File: config.mk
export PLATFORM = sky130hd
export DESIGN_NAME = scan_scheduler
export DESIGN_NICKNAME = d
export VERILOG_FILES = /design/src/rtl/scan_scheduler.sv
export SDC_FILE = /design/constraint.sdc
export NUM_CORES = 1
export LEC_CHECK = 0
export CAP_MARGIN = 30
export CORE_ASPECT_RATIO = 0.75
export CORE_MARGIN = 10
export CORE_UTILIZATION = 50
export CTS_BUF_LIST = sky130_fd_sc_hd__clkbuf_4
export CTS_CLUSTER_SIZE = 28
export DETAILED_ROUTE_END_ITERATION = 12
export GPL_TIMING_DRIVEN = 0
export PLACE_DENSITY = 0.81
export SETUP_SLACK_MARGIN = 0.05
export SYNTH_ARGS = -nofsm -noshare
export SYNTH_HDL_FRONTEND = slang
export SYNTH_SLANG_ARGS = --single-unit
File: constraint.sdc
create_clock -name clk -period 1.95 [get_ports clk]
set_input_delay 0.195 -clock clk [delete_from_list [all_inputs] [get_ports clk]]
set_output_delay 0.195 -clock clk [all_outputs]
set_load 0.02 [all_outputs]
File: src/rtl/scan_scheduler.sv
// Four-digit multiplexed display scanner with a double-buffered display word.
// Optional inter-digit blanking is compiled in with `define DEAD_TIME_EN.
module scan_scheduler #(
   parameter int DIV  = 4,
   parameter int DEAD = 2
) (
   input  logic        clk,
   input  logic        rst_i,
   input  logic        ENA,
   input  logic        load_valid,
   input  logic [15:0] load_data,
   output logic        load_ready,
   output logic [1:0]  sel,
   output logic [3:0]  digi,
   output logic [3:0]  nibble,
   output logic        frame_done
);

   // One counter serves both the lit dwell and the blank dwell, so size it for the longer.
   localparam int CNT_MAX = (DIV > DEAD) ? DIV : DEAD;
   localparam int CW      = $clog2(CNT_MAX);
   localparam logic [CW-1:0] DIV_LAST = CW'(DIV - 1);

   logic [CW-1:0] presc, presc_nxt;
   logic [1:0]    idx, idx_nxt;
   logic [15:0]   active, pending;
   logic          pending_full;
   logic          boundary;

`ifdef DEAD_TIME_EN
   localparam logic [CW-1:0] DEAD_LAST = CW'(DEAD - 1);

   typedef enum logic {SHOW, BLANK} state_t;
   state_t state, state_nxt;

   always_ff @(posedge clk or posedge rst_i) begin
      if (rst_i) state <= SHOW;
      else       state <= state_nxt;
   end

   always_comb begin
      state_nxt = state;
      presc_nxt = presc;
      idx_nxt   = idx;
      boundary  = 1'b0;
      digi      = 4'b0001 << idx;
      case (state)
         SHOW: begin
            if (ENA) begin
               if (presc == DIV_LAST) begin
                  presc_nxt = '0;
                  state_nxt = BLANK;
               end else begin
                  presc_nxt = presc + CW'(1);
               end
            end
         end
         BLANK: begin
            // sel/nibble keep the finished digit; only the enable is dropped
            digi = 4'b0000;
            if (ENA) begin
               if (presc == DEAD_LAST) begin
                  presc_nxt = '0;
                  state_nxt = SHOW;
                  idx_nxt   = idx + 2'd1;
                  boundary  = (idx == 2'd3);
               end else begin
                  presc_nxt = presc + CW'(1);
               end
            end
         end
         default: state_nxt = SHOW;
      endcase
   end
`else
   always_comb begin
      presc_nxt = presc;
      idx_nxt   = idx;
      boundary  = 1'b0;
      digi      = 4'b0001 << idx;
      if (ENA) begin
         if (presc == DIV_LAST) begin
            presc_nxt = '0;
            idx_nxt   = idx + 2'd1;
            boundary  = (idx == 2'd3);
         end else begin
            presc_nxt = presc + CW'(1);
         end
      end
   end
`endif

   // Boundary swap and a fresh load are exclusive: a full buffer deasserts load_ready.
   always_ff @(posedge clk or posedge rst_i) begin
      if (rst_i) begin
         presc        <= '0;
         idx          <= 2'd0;
         active       <= 16'h0000;
         pending      <= 16'h0000;
         pending_full <= 1'b0;
      end else begin
         presc <= presc_nxt;
         idx   <= idx_nxt;
         if (boundary && pending_full) begin
            active       <= pending;
            pending_full <= 1'b0;
         end else if (load_valid && load_ready) begin
            pending      <= load_data;
            pending_full <= 1'b1;
         end
      end
   end

   always_comb begin
      case (idx)
         2'd0:    nibble = active[3:0];
         2'd1:    nibble = active[7:4];
         2'd2:    nibble = active[11:8];
         default: nibble = active[15:12];
      endcase
   end

   assign sel        = {idx[1], idx[1] ^ idx[0]};
   assign load_ready = ~pending_full;
   assign frame_done = boundary;

endmodule
; ---- Word level (Yosys, flattened, before mapping)
; Cells that the tools add are included.
[word_totals]
ff_bits = 37
[op_classes]
muxes = 6
n_eq_ne = 4
n_addsub = 2
bitwise = 3
n_reduce_logical = 6
n_shift = 1
[ops]
columns = op, n
row1 = $pmux 4 s3, 1
row2 = $eq 2x2->1 const B, 3
row3 = $add 2x1->2 const B, 2
row4 = $mux 1, 4
row5 = $reduce_and 2->1, 2
row6 = $shl 1x2->4 const A, 1
row7 = $eq 2x1->1 const B, 1
row8 = $logic_and 1x1->1, 2
row9 = $logic_not 2->1, 1
row10 = $mux 2, 1
row11 = $not 1->1, 2
row12 = $reduce_bool 2->1, 1
row13 = $xor 1x1->1, 1

; ---- Logic depth before layout (Yosys ltp)
; Gate-level depths: netlist of run 1.
[depth]
word_depth = 6
depth_mapped = 5
depth_no_buf = 4

; ---- Least setup slack after synthesis of run 1
; No wires, ideal clock.
[synth_timing]
kind = register -> register
startpoint = reg idx[1]
endpoint = reg active[0]
stages_incl_launch_ff = 6
setup_ns = 0.125
t_arrival_ns = 1.500
required_ns = 1.825
path_slack_ns = 0.325
path_cell_list = dfrtp_1 > ha_1 > buf_4 > nand4_4 > buf_6 > mux2_4
[synth_between]
elab_chain_len = 4
[synth_lines]
columns = item, line_no
row1 = from (decl), 25  ; logic [1:0] idx, idx_nxt;
row2 = from (signal assigned), 103  ; idx <= idx_nxt;
row3 = $eq 2x2->1, 85  ; boundary = (idx == 2'd3);
row4 = $mux 1, 82  ; if (presc == DIV_LAST) begin
row5 = $mux 1, 81  ; if (ENA) begin
row6 = $logic_and 1x1->1, 104  ; if (boundary && pending_full) begin
row7 = to (signal assigned), 105  ; active <= pending;
row8 = to (decl), 26  ; logic [15:0] active, pending;
; Every way passes these cells.
; A chain may end at the register's enable or synchronous reset.

; ---- Final worst setup path of run 1
[layout_timing]
startpoint = reg idx[1]
endpoint = out nibble[1]
[layout_between]
elab_chain_len = 2
word_cells_on_any_way = 4
[layout_lines]
columns = item, line_no
row1 = $eq 2x2->1 (tied with other cells), 115  ; case (idx)
row2 = $pmux 4 s3 (*), 115
row3 = to (decl), 15  ; output logic [3:0] nibble,
; Mark *: on every way between the ends. The rest lies on a longest branch, timed or not.

==> flow_summary_export.csv, run 1 <==
group,metric,value,unit
floorplan,die-area,0.00597,mm^2
logic_synthesis,synth_area_per_cell,15.5,um^2
sta,skew,0.0122,ns
critical_path,path_class,"reg -> out",
cells_and_area,synthToLayoutAreaGrowth,28.0,%
sta,min_period_over_period,0.968,
sta,finalHoldViolations,0,
logic_synthesis,ys_ff_latch,37,
power_and_ir_drop,peakVddDrop,662,uV
logic_synthesis,synthesis.nets,130,
power_and_ir_drop,p_clk_frac,0.124,
critical_path,critPathCaptureType,"output port",
routing,drt_iter0_markers,79,
clocking,htreeDepth,2,
sta,setup_tns,0,ns
critical_path,slowest_stage,"dfrtp_1",
logic_synthesis,ys_top_cells_by_area,"dfrtp_1 (57%), mux2_2 (17%), mux2_4 (8.3%)",
floorplan,initial_utilization,0.536,
routing,drc,0,
cells_and_area,final_common_cell,"dfrtp_1",
placement,portBuffers,31,
clocking,ctsLongestPathBuffers,2,
run_status,run_status,"complete, no violations",
routing,detail-route-antenna-nets,0,
sta,report.final.slew_viol_count,0,
placement,place_congestion,0.775,
power_and_ir_drop,p_leak,1.01,nW
power_and_ir_drop,total_power,0.00298,W
global_routing,grt_pass1_wl,5.40,mm
placement,dp_hpwl,2.47,mm
sta,max_freq,0.530,GHz
floorplan,dieHeight,69.4,um
logic_synthesis,synth_cell_type_count,17,
sta,hold_ws,0.270,ns
logic_synthesis,seq_area_frac_synth,0.568,
routing,viasPerCell,5.30,
cells_and_area,nets,172,
cells_and_area,mostFrequentLayoutCells,"dfrtp_1 (37), mux2_2 (25), clkdlybuf4s50_1 (22), mux2_4 (9), buf_4 (8)",
global_routing,busiest_layer,"met2",
cells_and_area,antennaDiodeCount,0,
routing,wl,3.19,mm
global_routing,grt_pass1_vias,1132,
routing,num_vias,986,
sta,max-slew-margin-rel,0.513,
sta,rsz0062_at_grt,"yes",
cells_and_area,fin_util,0.686,
power_and_ir_drop,p_int,0.00196,W
sta,layout_min_cycle_time,1.89,ns
logic_synthesis,synth_top_cell_by_area,"dfrtp_1",
logic_synthesis,syn_inst,105,
floorplan,die_w,85.9,um
critical_path,critPathMaxStageDelay,0.43,ns
critical_path,cp.required,1.75,ns
cells_and_area,drive_gt1_frac,0.399,
clocking,cts_root_buffer,"clkbuf_4",
sta,setup_viol,0,
clocking,cts_buffers,5,
global_routing,grtUsageMet1,0.134,
logic_synthesis,synth_top_area_share,0.568,
critical_path,crit_path_start_kind,"flop",
sta,tightest_slew,0.730,ns
routing,dr.pass1.iters,4,
power_and_ir_drop,seqPwrFrac,0.434,
clocking,clk_pin_slew,0.11,ns
logic_synthesis,synth_warnings,0,
clocking,cts_sinks,37,
global_routing,grtUsageMet3,0.0492,
worst_hold_path,hp-class,"in -> async",
global_routing,groute.usage.overall,0.114,
global_routing,grtUsageMet2,0.172,
floorplan,io_pins,32,
critical_path,crit_arrival,1.69,ns
routing,wl_per_cell,17.1,um
power_and_ir_drop,switching_share,0.341,
floorplan,placementRows,17,
global_routing,antenna_found_initial,0,
power_and_ir_drop,pwr-share-comb,0.442,
critical_path,crit_chain,"inv_2, ha_4, a222oi_1, mux2i_1, buf_4",
power_and_ir_drop,switchingPower,0.00102,W
global_routing,grt_remaining_overflow,0,
job,drv_cap,0,
clocking,insertion_delay,0.34,ns
power_and_ir_drop,p_per_area,1430,mW/mm^2
logic_synthesis,synth_area,0.00163,mm^2
global_routing,grt_max_degree,22,
floorplan,core_area,0.00304,mm^2
critical_path,cp_max_fo,5,
clocking,tritoncts,"built",
-- kinds of logic (layout without fill, tap and decap cells) --
group	Yosys count	after routing	share of synthesized area
flip-flops	37	37	0.568
XOR/XNOR	1	1	0.00538
buffers and inverters	13	56	0.0445
AND/OR/NAND/NOR	5	5	0.0277
adder cells (fa/ha/maj)	5	5	0.0384
multiplexers	39	39	0.286
AO/OA/AOI/OAI	5	5	0.0292
-- per-stage QoR --
stage | instance area, um^2 | std cells | worst slack, ns
finish | 2090 | 186 | 0.0627
global route | 2090 | 186 | -0.0274
CTS | 2080 | 185 | 0.0246
detailed placement | 2010 | 175 | -0.134
global placement | 1990 | 174 | -0.0334
floorplan | 1630 | 105 | 0.325
-- metal layers --
metal,up-vias,part of all wire
li1,452,-
met1,490,0.43
met2,35,0.46
met3,9,0.082
met4,0,0.024
met5,-,0
-- worst paths after layout --
path / startpoint / to / slack [ns] / cells after the start
setup / recovery: idx[1]$_DFFE_PP0P_ / nibble[1] / 0.06 / 5
hold / removal: rst_i / active[0]$_DFFE_PP0P_ / 0.27 / 2
setup reg to reg: idx[0]$_DFFE_PP0P_ / active[7]$_DFFE_PP0P_ / 0.23 / 6
hold reg to reg: presc[0]$_DFFE_PP0P_ / presc[0]$_DFFE_PP0P_ / 0.50 / 1
max in group asynchronous: rst_i / active[12]$_DFFE_PP0P_ / 1.13 / 3
min in group clk: load_data[4] / pending[4]$_DFFE_PP0P_ / 0.46 / 2
-- repair_timing --
item,CTS,global route
hold buffers,0,0
buffers inserted,2,1
endpoints found under the setup margin,9,7
pin swaps,4,0
resized for setup,28,4
-- cells in the mapped netlist, drive strengths merged --
cell type  number
mux2i           5
buf             5
nand2           1
inv             8
o21a            1
nand4           1
dfrtp          37
xnor2           1
and3            1
or2b            1
a222oi          4
mux2           34
ha              5
nor2b           1
-- critical path, delay by kind of cell (launching register included) --
family	cells	cell delay (ns)
multiplexers	1	0.16
flip-flops	1	0.43
buffers and inverters	2	0.26
AO/OA/AOI/OAI	1	0.32
adder cells (fa/ha/maj)	1	0.18
-- sequential cells by signal (all words and copies together) (netlist names) --
name and cells:
presc 2, pending 16, pending_full 1, active 16, idx 2
-- power groups by stage --
| stage | registers, W | clock network [W] | logic, W |
|---|---|---|---|
| 2_1_floorplan | 0.00124 | 0 | 0.000876 |
| 3_3_place_gp | 0.00129 | 0 | 0.00124 |
| 3_5_place_dp | 0.00132 | 0 | 0.00131 |
| 4_1_cts | 0.00129 | 0.000384 | 0.00131 |
| 5_1_grt | 0.00133 | 0.000421 | 0.00143 |
| 6_report | 0.00129 | 0.000370 | 0.00132 |
-- layout make-up --
cell class / count / area, um^2
Inverter: 8 / 30.0
Tap cell: 38 / 47.5
Buffer: 5 / 42.5
Fill cell: 220 / 956
Sequential cell: 37 / 926
Clock buffer: 5 / 37.5
Multi-Input combinational cell: 55 / 648
Clock inverter: 3 / 12.5
Timing Repair Buffer: 35 / 342
Note: power is estimated with default switching activity, not from simulation.
==> inputs of run 2 (changes only) <==
--- a/config.mk
+++ b/config.mk
@@ -7,13 +7,12 @@
 export LEC_CHECK = 0
 export CAP_MARGIN = 30
 export CORE_ASPECT_RATIO = 0.75
-export CORE_MARGIN = 10
 export CORE_UTILIZATION = 50
 export CTS_BUF_LIST = sky130_fd_sc_hd__clkbuf_4
 export CTS_CLUSTER_SIZE = 28
 export DETAILED_ROUTE_END_ITERATION = 12
 export GPL_TIMING_DRIVEN = 0
-export PLACE_DENSITY = 0.81
+export PLACE_DENSITY = 0.78
 export SETUP_SLACK_MARGIN = 0.05
 export SYNTH_ARGS = -nofsm -noshare
 export SYNTH_HDL_FRONTEND = slang
==> run 2 against run 1 <==
Core utilization grew 1.5 points. Design area up 1.4%. Clock-buffer cell count unchanged. Die area decreased by 41%.
==> flow_summary_export.csv, run 2 (synthesized netlist as in run 1, its figures left out) <==
group,metric,value,unit
power_and_ir_drop,total_power,0.00301,W
routing,wl_per_cell,15.7,um
run_status,run_status,"complete, no violations",
floorplan,core_area,0.00302,mm^2
critical_path,crit_end,"nibble[3]",
routing,dr.max_layer_used,"met4",
power_and_ir_drop,peakVddDrop,722,uV
sta,min_period_over_period,0.963,
global_routing,grt_pass1_vias,1034,
critical_path,ff2ff_setup_slack,0.23,ns
critical_path,path_class,"reg -> out",
critical_path,r2r_cells,6,
power_and_ir_drop,p_per_area,1420,mW/mm^2
clocking,tritoncts,"built",
cells_and_area,fin_area,0.00212,mm^2
routing,dr_wl_met2,1.44,mm
global_routing,grt_remaining_overflow,0,
critical_path,slowest_stage,"dfrtp_1",
sta,finalHoldViolations,0,
critical_path,cp_max_fo,5,
routing,wl,2.96,mm
placement,place_area,0.00201,mm^2
routing,wl_met1,1.29,mm
critical_path,cp_top_family,"flip-flops",
critical_path,crit_path_start_kind,"flop",
clocking,htreeDepth,2,
floorplan,initial_utilization,0.539,
routing,num_vias,971,
sta,hold_ws,0.261,ns
clocking,cts_sinks,37,
sta,rsz0062_at_grt,"yes",
cells_and_area,drive_gt1_frac,0.400,
sta,setup_viol,0,
cells_and_area,nets,174,
floorplan,placementRows,17,
routing,drt_iter0_markers,43,
sta,layout_min_cycle_time,1.88,ns
placement,dpl_worst_slack,-0.0873,ns
cells_and_area,antennaDiodeCount,0,
critical_path,critPathMaxStageDelay,0.42,ns
sta,timing.final.ws_setup,0.0717,ns
cells_and_area,final_common_cell,"dfrtp_1",
floorplan,dieHeight,51.4,um
clocking,cts_buffers,5,
critical_path,cp.required,1.75,ns
cells_and_area,synthToLayoutAreaGrowth,29.9,%
clocking,ctsLongestPathBuffers,2,
critical_path,worst-path-buf-inv,2,
sta,tightest_slew,0.716,ns
critical_path,crit_arrival,1.68,ns
placement,dp_hpwl,2.18,mm
sta,skew,0.00514,ns
critical_path,r2r-end,"active[1]$_DFFE_PP0P_",
sta,max_freq,0.532,GHz
global_routing,grt_max_degree,22,
global_routing,grt_pass1_wl,4.73,mm
power_and_ir_drop,p_leak,1.04,nW
placement,place_congestion,0.698,
clocking,hold_buffers,0,
global_routing,groute.usage.overall,0.203,
sta,report.final.slew_viol_count,0,
cells_and_area,mostFrequentLayoutCells,"dfrtp_1 (37), mux2_2 (25), clkdlybuf4s50_1 (21), mux2_4 (9), inv_1 (8)",
routing,drc,0,
routing,routed-wl-met3,163,um
critical_path,worstSetupPathDepth,5,
routing,dr.pass1.iters,4,
placement,portBuffers,31,
critical_path,critPathCaptureType,"output port",
clocking,insertion_delay,0.34,ns
global_routing,antenna_found_initial,0,
sta,max-slew-margin-rel,0.522,
clocking,clk_pin_slew,0.10,ns
job,drv_cap,0,
critical_path,crit_start,"idx[1]$_DFFE_PP0P_",
critical_path,reg2reg_from,"idx[1]$_DFFE_PP0P_",
floorplan,die-area,0.00349,mm^2
critical_path,crit_chain,"buf_6, ha_4, a222oi_1, mux2i_1, buf_4",
routing,viasPerCell,5.16,
floorplan,io_pins,32,
worst_hold_path,hp-class,"in -> async",
cells_and_area,largestRegisters,"active (16), pending (16)",
routing,detail-route-antenna-nets,0,
sta,setup_tns,0,ns
clocking,cts_root_buffer,"clkbuf_4",
floorplan,die_w,67.9,um
## run 2: changes by cell type in the layout (fill, tap and decap cells not counted), sizes merged
cell,change
dlygate4sd2,-1
dlymetal6s2s,+2
buf,+2
clkdlybuf4s50,-1
## run 2: per-layer routing
layer	up-vias	global-route usage
met5	-	0
met4	0	0.139
met3	9	0.0536
met2	31	0.330
met1	473	0.233
li1	458	-
## run 2: layout make-up
cell class,count,area (um^2)
plain buffers,5,42.5
clock buffers,5,37.5
multi-input cells,55,658
clock inverters,3,12.5
flip-flops and latches,37,926
inverters,8,30.0
well taps,38,47.5
fillers,211,905
repair buffers,37,362
## run 2: worst min-delay path by stage
| stage | startpoint | end | depth (start not counted) |
|---|---|---|---|
| finish | rst_i | pending[4]$_DFFE_PP0P_ | 2 |
| global route | rst_i | active[3]$_DFFE_PP0P_ | 2 |
| CTS | rst_i | pending[4]$_DFFE_PP0P_ | 2 |
| detailed placement | pending[13]$_DFFE_PP0P_ | pending[13]$_DFFE_PP0P_ | 1 |
| global placement | presc[0]$_DFFE_PP0P_ | presc[0]$_DFFE_PP0P_ | 1 |
| floorplan | ENA | presc[0]$_DFFE_PP0P_ | 1 |
## run 2: what timing repair did
| item | 4_1_cts | 5_1_grt |
|---|---|---|
| hold endpoints to repair | 0 | 0 |
| cloned | 0 | 0 |
| setup buffers | 5 | 0 |
| pin swaps | 3 | 1 |
| endpoints found under the setup margin | 9 | 8 |
| gates resized for setup | 28 | 4 |
## run 2: power by group
| group | switching [W] | internal (W) |
|---|---|---|
| Sequential | 0.000192 | 0.00110 |
| Clock | 0.000237 | 0.000130 |
| Combinational | 0.000588 | 0.000764 |
| Total | 0.00102 | 0.00199 |
## run 2: metrics by stage
| stage | cells | util |
|---|---|---|
| after floorplan | 105 | - |
| after global placement | 174 | 0.658 |
| after detailed placement | 175 | 0.667 |
| after CTS | 188 | 0.700 |
| after global routing | 188 | 0.700 |
| final | 188 | 0.700 |
==> inputs of run 3 (changes only) <==
==> constraint.sdc (replaced) <==
create_clock -name clk -period 1.95 [get_ports clk]
set_input_delay 0.39 -clock clk [delete_from_list [all_inputs] [get_ports clk]]
set_output_delay 0.39 -clock clk [all_outputs]
set_load 0.02 [all_outputs]
==> run 3 against run 2 <==
The flow now finishes with violations (setup timing). First-iteration DRC count fell by 26%. Worst hold slack better by 0.20 ns. Clock power about the same. Largest cell class unchanged. Via count up 0.93%. Largest power group unchanged. Global-route usage decreased by 0.30 points. Fmax is 8.6% lower. Critical path depth did not move.
==> flow_summary_export.csv, run 3 (synthesized netlist as in run 1, its figures left out) <==
group,metric,value,unit
power_and_ir_drop,p_leak,1.04,nW
critical_path,critPathCaptureType,"output port",
routing,num_vias,980,
cells_and_area,final_common_cell,"dfrtp_1",
critical_path,cp.required,1.56,ns
floorplan,die-area,0.00349,mm^2
clocking,cts_buffers,5,
sta,layout_min_cycle_time,2.06,ns
global_routing,groute.usage.overall,0.200,
power_and_ir_drop,seqPwrFrac,0.427,
power_and_ir_drop,pwr-share-comb,0.452,
clocking,insertion_delay,0.34,ns
cells_and_area,fillers,210,
global_routing,antenna_found_initial,0,
sta,max-slew-margin-rel,0.523,
power_and_ir_drop,switching_share,0.339,
floorplan,placementRows,17,
power_and_ir_drop,p_int,0.00200,W
clocking,ctsLongestPathBuffers,2,
sta,timing.final.ws_setup,-0.106,ns
routing,wl,2.94,mm
cells_and_area,drive_gt1_frac,0.430,
floorplan,core_area,0.00302,mm^2
clocking,cts_sinks,37,
cells_and_area,mostFrequentLayoutCells,"dfrtp_1 (37), mux2_2 (25), clkdlybuf4s50_1 (19), mux2_4 (9), buf_4 (8)",
global_routing,grt_max_degree,22,
power_and_ir_drop,switchingPower,0.00103,W
routing,viasPerCell,5.19,
sta,rsz0062_at_grt,"yes",
placement,place_congestion,0.698,
power_and_ir_drop,peakVddDrop,721,uV
clocking,clk_pin_slew,0.10,ns
critical_path,critPathMaxStageDelay,0.42,ns
sta,hold_ws,0.456,ns
cells_and_area,synthToLayoutAreaGrowth,31.0,%
worst_hold_path,hp-class,"in -> async",
routing,dr.pass1.iters,5,
global_routing,grt_remaining_overflow,0,
routing,detail-route-antenna-nets,0,
floorplan,dieHeight,51.4,um
sta,max_freq,0.486,GHz
power_and_ir_drop,p_per_area,1420,mW/mm^2
cells_and_area,fin_util,0.706,
floorplan,die_w,67.9,um
job,drv_cap,0,
cells_and_area,largestRegisters,"active (16), pending (16)",
sta,report.final.slew_viol_count,0,
run_status,run_status,"finished with violations",
cells_and_area,nets,175,
critical_path,worstSetupPathDepth,5,
routing,wl_per_cell,15.5,um
critical_path,crit_chain,"buf_6, ha_4, a222oi_1, mux2i_1, buf_4",
sta,skew,0.00494,ns
run_status,violations,"setup timing",
critical_path,ff2ff_setup_slack,0.16,ns
critical_path,reg2reg_from,"idx[1]$_DFFE_PP0P_",
critical_path,r2r-end,"active[1]$_DFFE_PP0P_",
critical_path,r2r_cells,7,
critical_path,crit_path_start_kind,"flop",
sta,setup_viol,4,
power_and_ir_drop,p_clk_frac,0.121,
cells_and_area,antennaDiodeCount,0,
routing,drc,0,
critical_path,worst-path-buf-inv,2,
critical_path,crit_end,"nibble[3]",
sta,tightest_slew,0.715,ns
routing,drt_iter0_markers,32,
clocking,tritoncts,"built",
floorplan,initial_utilization,0.539,
clocking,cts_root_buffer,"clkbuf_4",
placement,dp_hpwl,2.18,mm
critical_path,crit_arrival,1.67,ns
critical_path,cp_top_family,"flip-flops",
floorplan,io_pins,32,
critical_path,slowest_stage,"dfrtp_1",
critical_path,crit_start,"idx[1]$_DFFE_PP0P_",
clocking,htreeDepth,2,
placement,portBuffers,31,
critical_path,cp_max_fo,5,
sta,min_period_over_period,1.05,
critical_path,path_class,"reg -> out",
global_routing,grt_pass1_wl,4.67,mm
sta,finalHoldViolations,0,
global_routing,grt_pass1_vias,1025,
## run 3: cell count changes in the layout (fill, tap and decap cells not counted), moves of 2 or more
cell             before  now
dlygate4sd2_1         2    6
buf_2                 5    3
buf_6                 3    5
clkdlybuf4s50_1      21   19
dlymetal6s2s_1        3    1
inv_1                 8    6
inv_2                 0    2
## run 3: final cells by class
| class | instances | area [um^2] | area share |
|---|---|---|---|
| Tap cell | 38 | 47.5 | 0.0223 |
| Multi-Input combinational cell | 55 | 666 | 0.312 |
| Timing Repair Buffer | 38 | 368 | 0.172 |
| Sequential cell | 37 | 926 | 0.434 |
| Clock inverter | 3 | 12.5 | 0.00587 |
| Clock buffer | 5 | 37.5 | 0.0176 |
| Inverter | 8 | 30.0 | 0.0141 |
| Buffer | 5 | 46.3 | 0.0217 |
## run 3: metrics by stage
stage	power [W]	setup TNS (ns)	cells	area, um^2	setup WS (ns)
6_report	0.00303	-0.388	189	2130	-0.106
3_3_place_gp	0.00252	-1.02	174	1990	-0.215
4_1_cts	0.00299	-0.585	186	2090	-0.159
3_5_place_dp	0.00260	-1.35	175	2010	-0.282
2_1_floorplan	0.00212	0	105	1630	0.230
5_1_grt	0.00321	-0.845	189	2130	-0.239
## run 3: routing by layer
metal | global-route usage | vias up | wire length (um)
li1 | - | 463 | -
met1 | 0.231 | 482 | 1320
met2 | 0.322 | 29 | 1420
met3 | 0.0536 | 6 | 145
met4 | 0.139 | 0 | 54
met5 | 0 | - | 0
## run 3: timing repair
action | CTS | global route
pin swaps | 5 | 3
resized for setup | 35 | 7
endpoints found under the setup margin | 11 | 8
hold buffers | 0 | 0
setup buffers | 3 | 3
## run 3: how the worst min path moves through the flow
stage                             from                 endpoint  slack [ns]
2_1_floorplan     presc[0]$_DFFE_PP0P_     presc[0]$_DFFE_PP0P_        0.46
5_1_grt                          rst_i    active[3]$_DFFE_PP0P_        0.52
3_3_place_gp      presc[0]$_DFFE_PP0P_     presc[0]$_DFFE_PP0P_        0.47
3_5_place_dp   pending[13]$_DFFE_PP0P_  pending[13]$_DFFE_PP0P_        0.49
6_report                         rst_i   pending[4]$_DFFE_PP0P_        0.46
4_1_cts                          rst_i   pending[4]$_DFFE_PP0P_        0.46
## run 3: power by group through the flow
stage / registers [W] / clock network (W) / logic (W)
after detailed placement: 0.00132 / 0 / 0.00128
after global placement: 0.00129 / 0 / 0.00122
final: 0.00129 / 0.000366 / 0.00137
after CTS: 0.00130 / 0.000387 / 0.00131
after global routing: 0.00132 / 0.000413 / 0.00148
after floorplan: 0.00124 / 0 / 0.000876
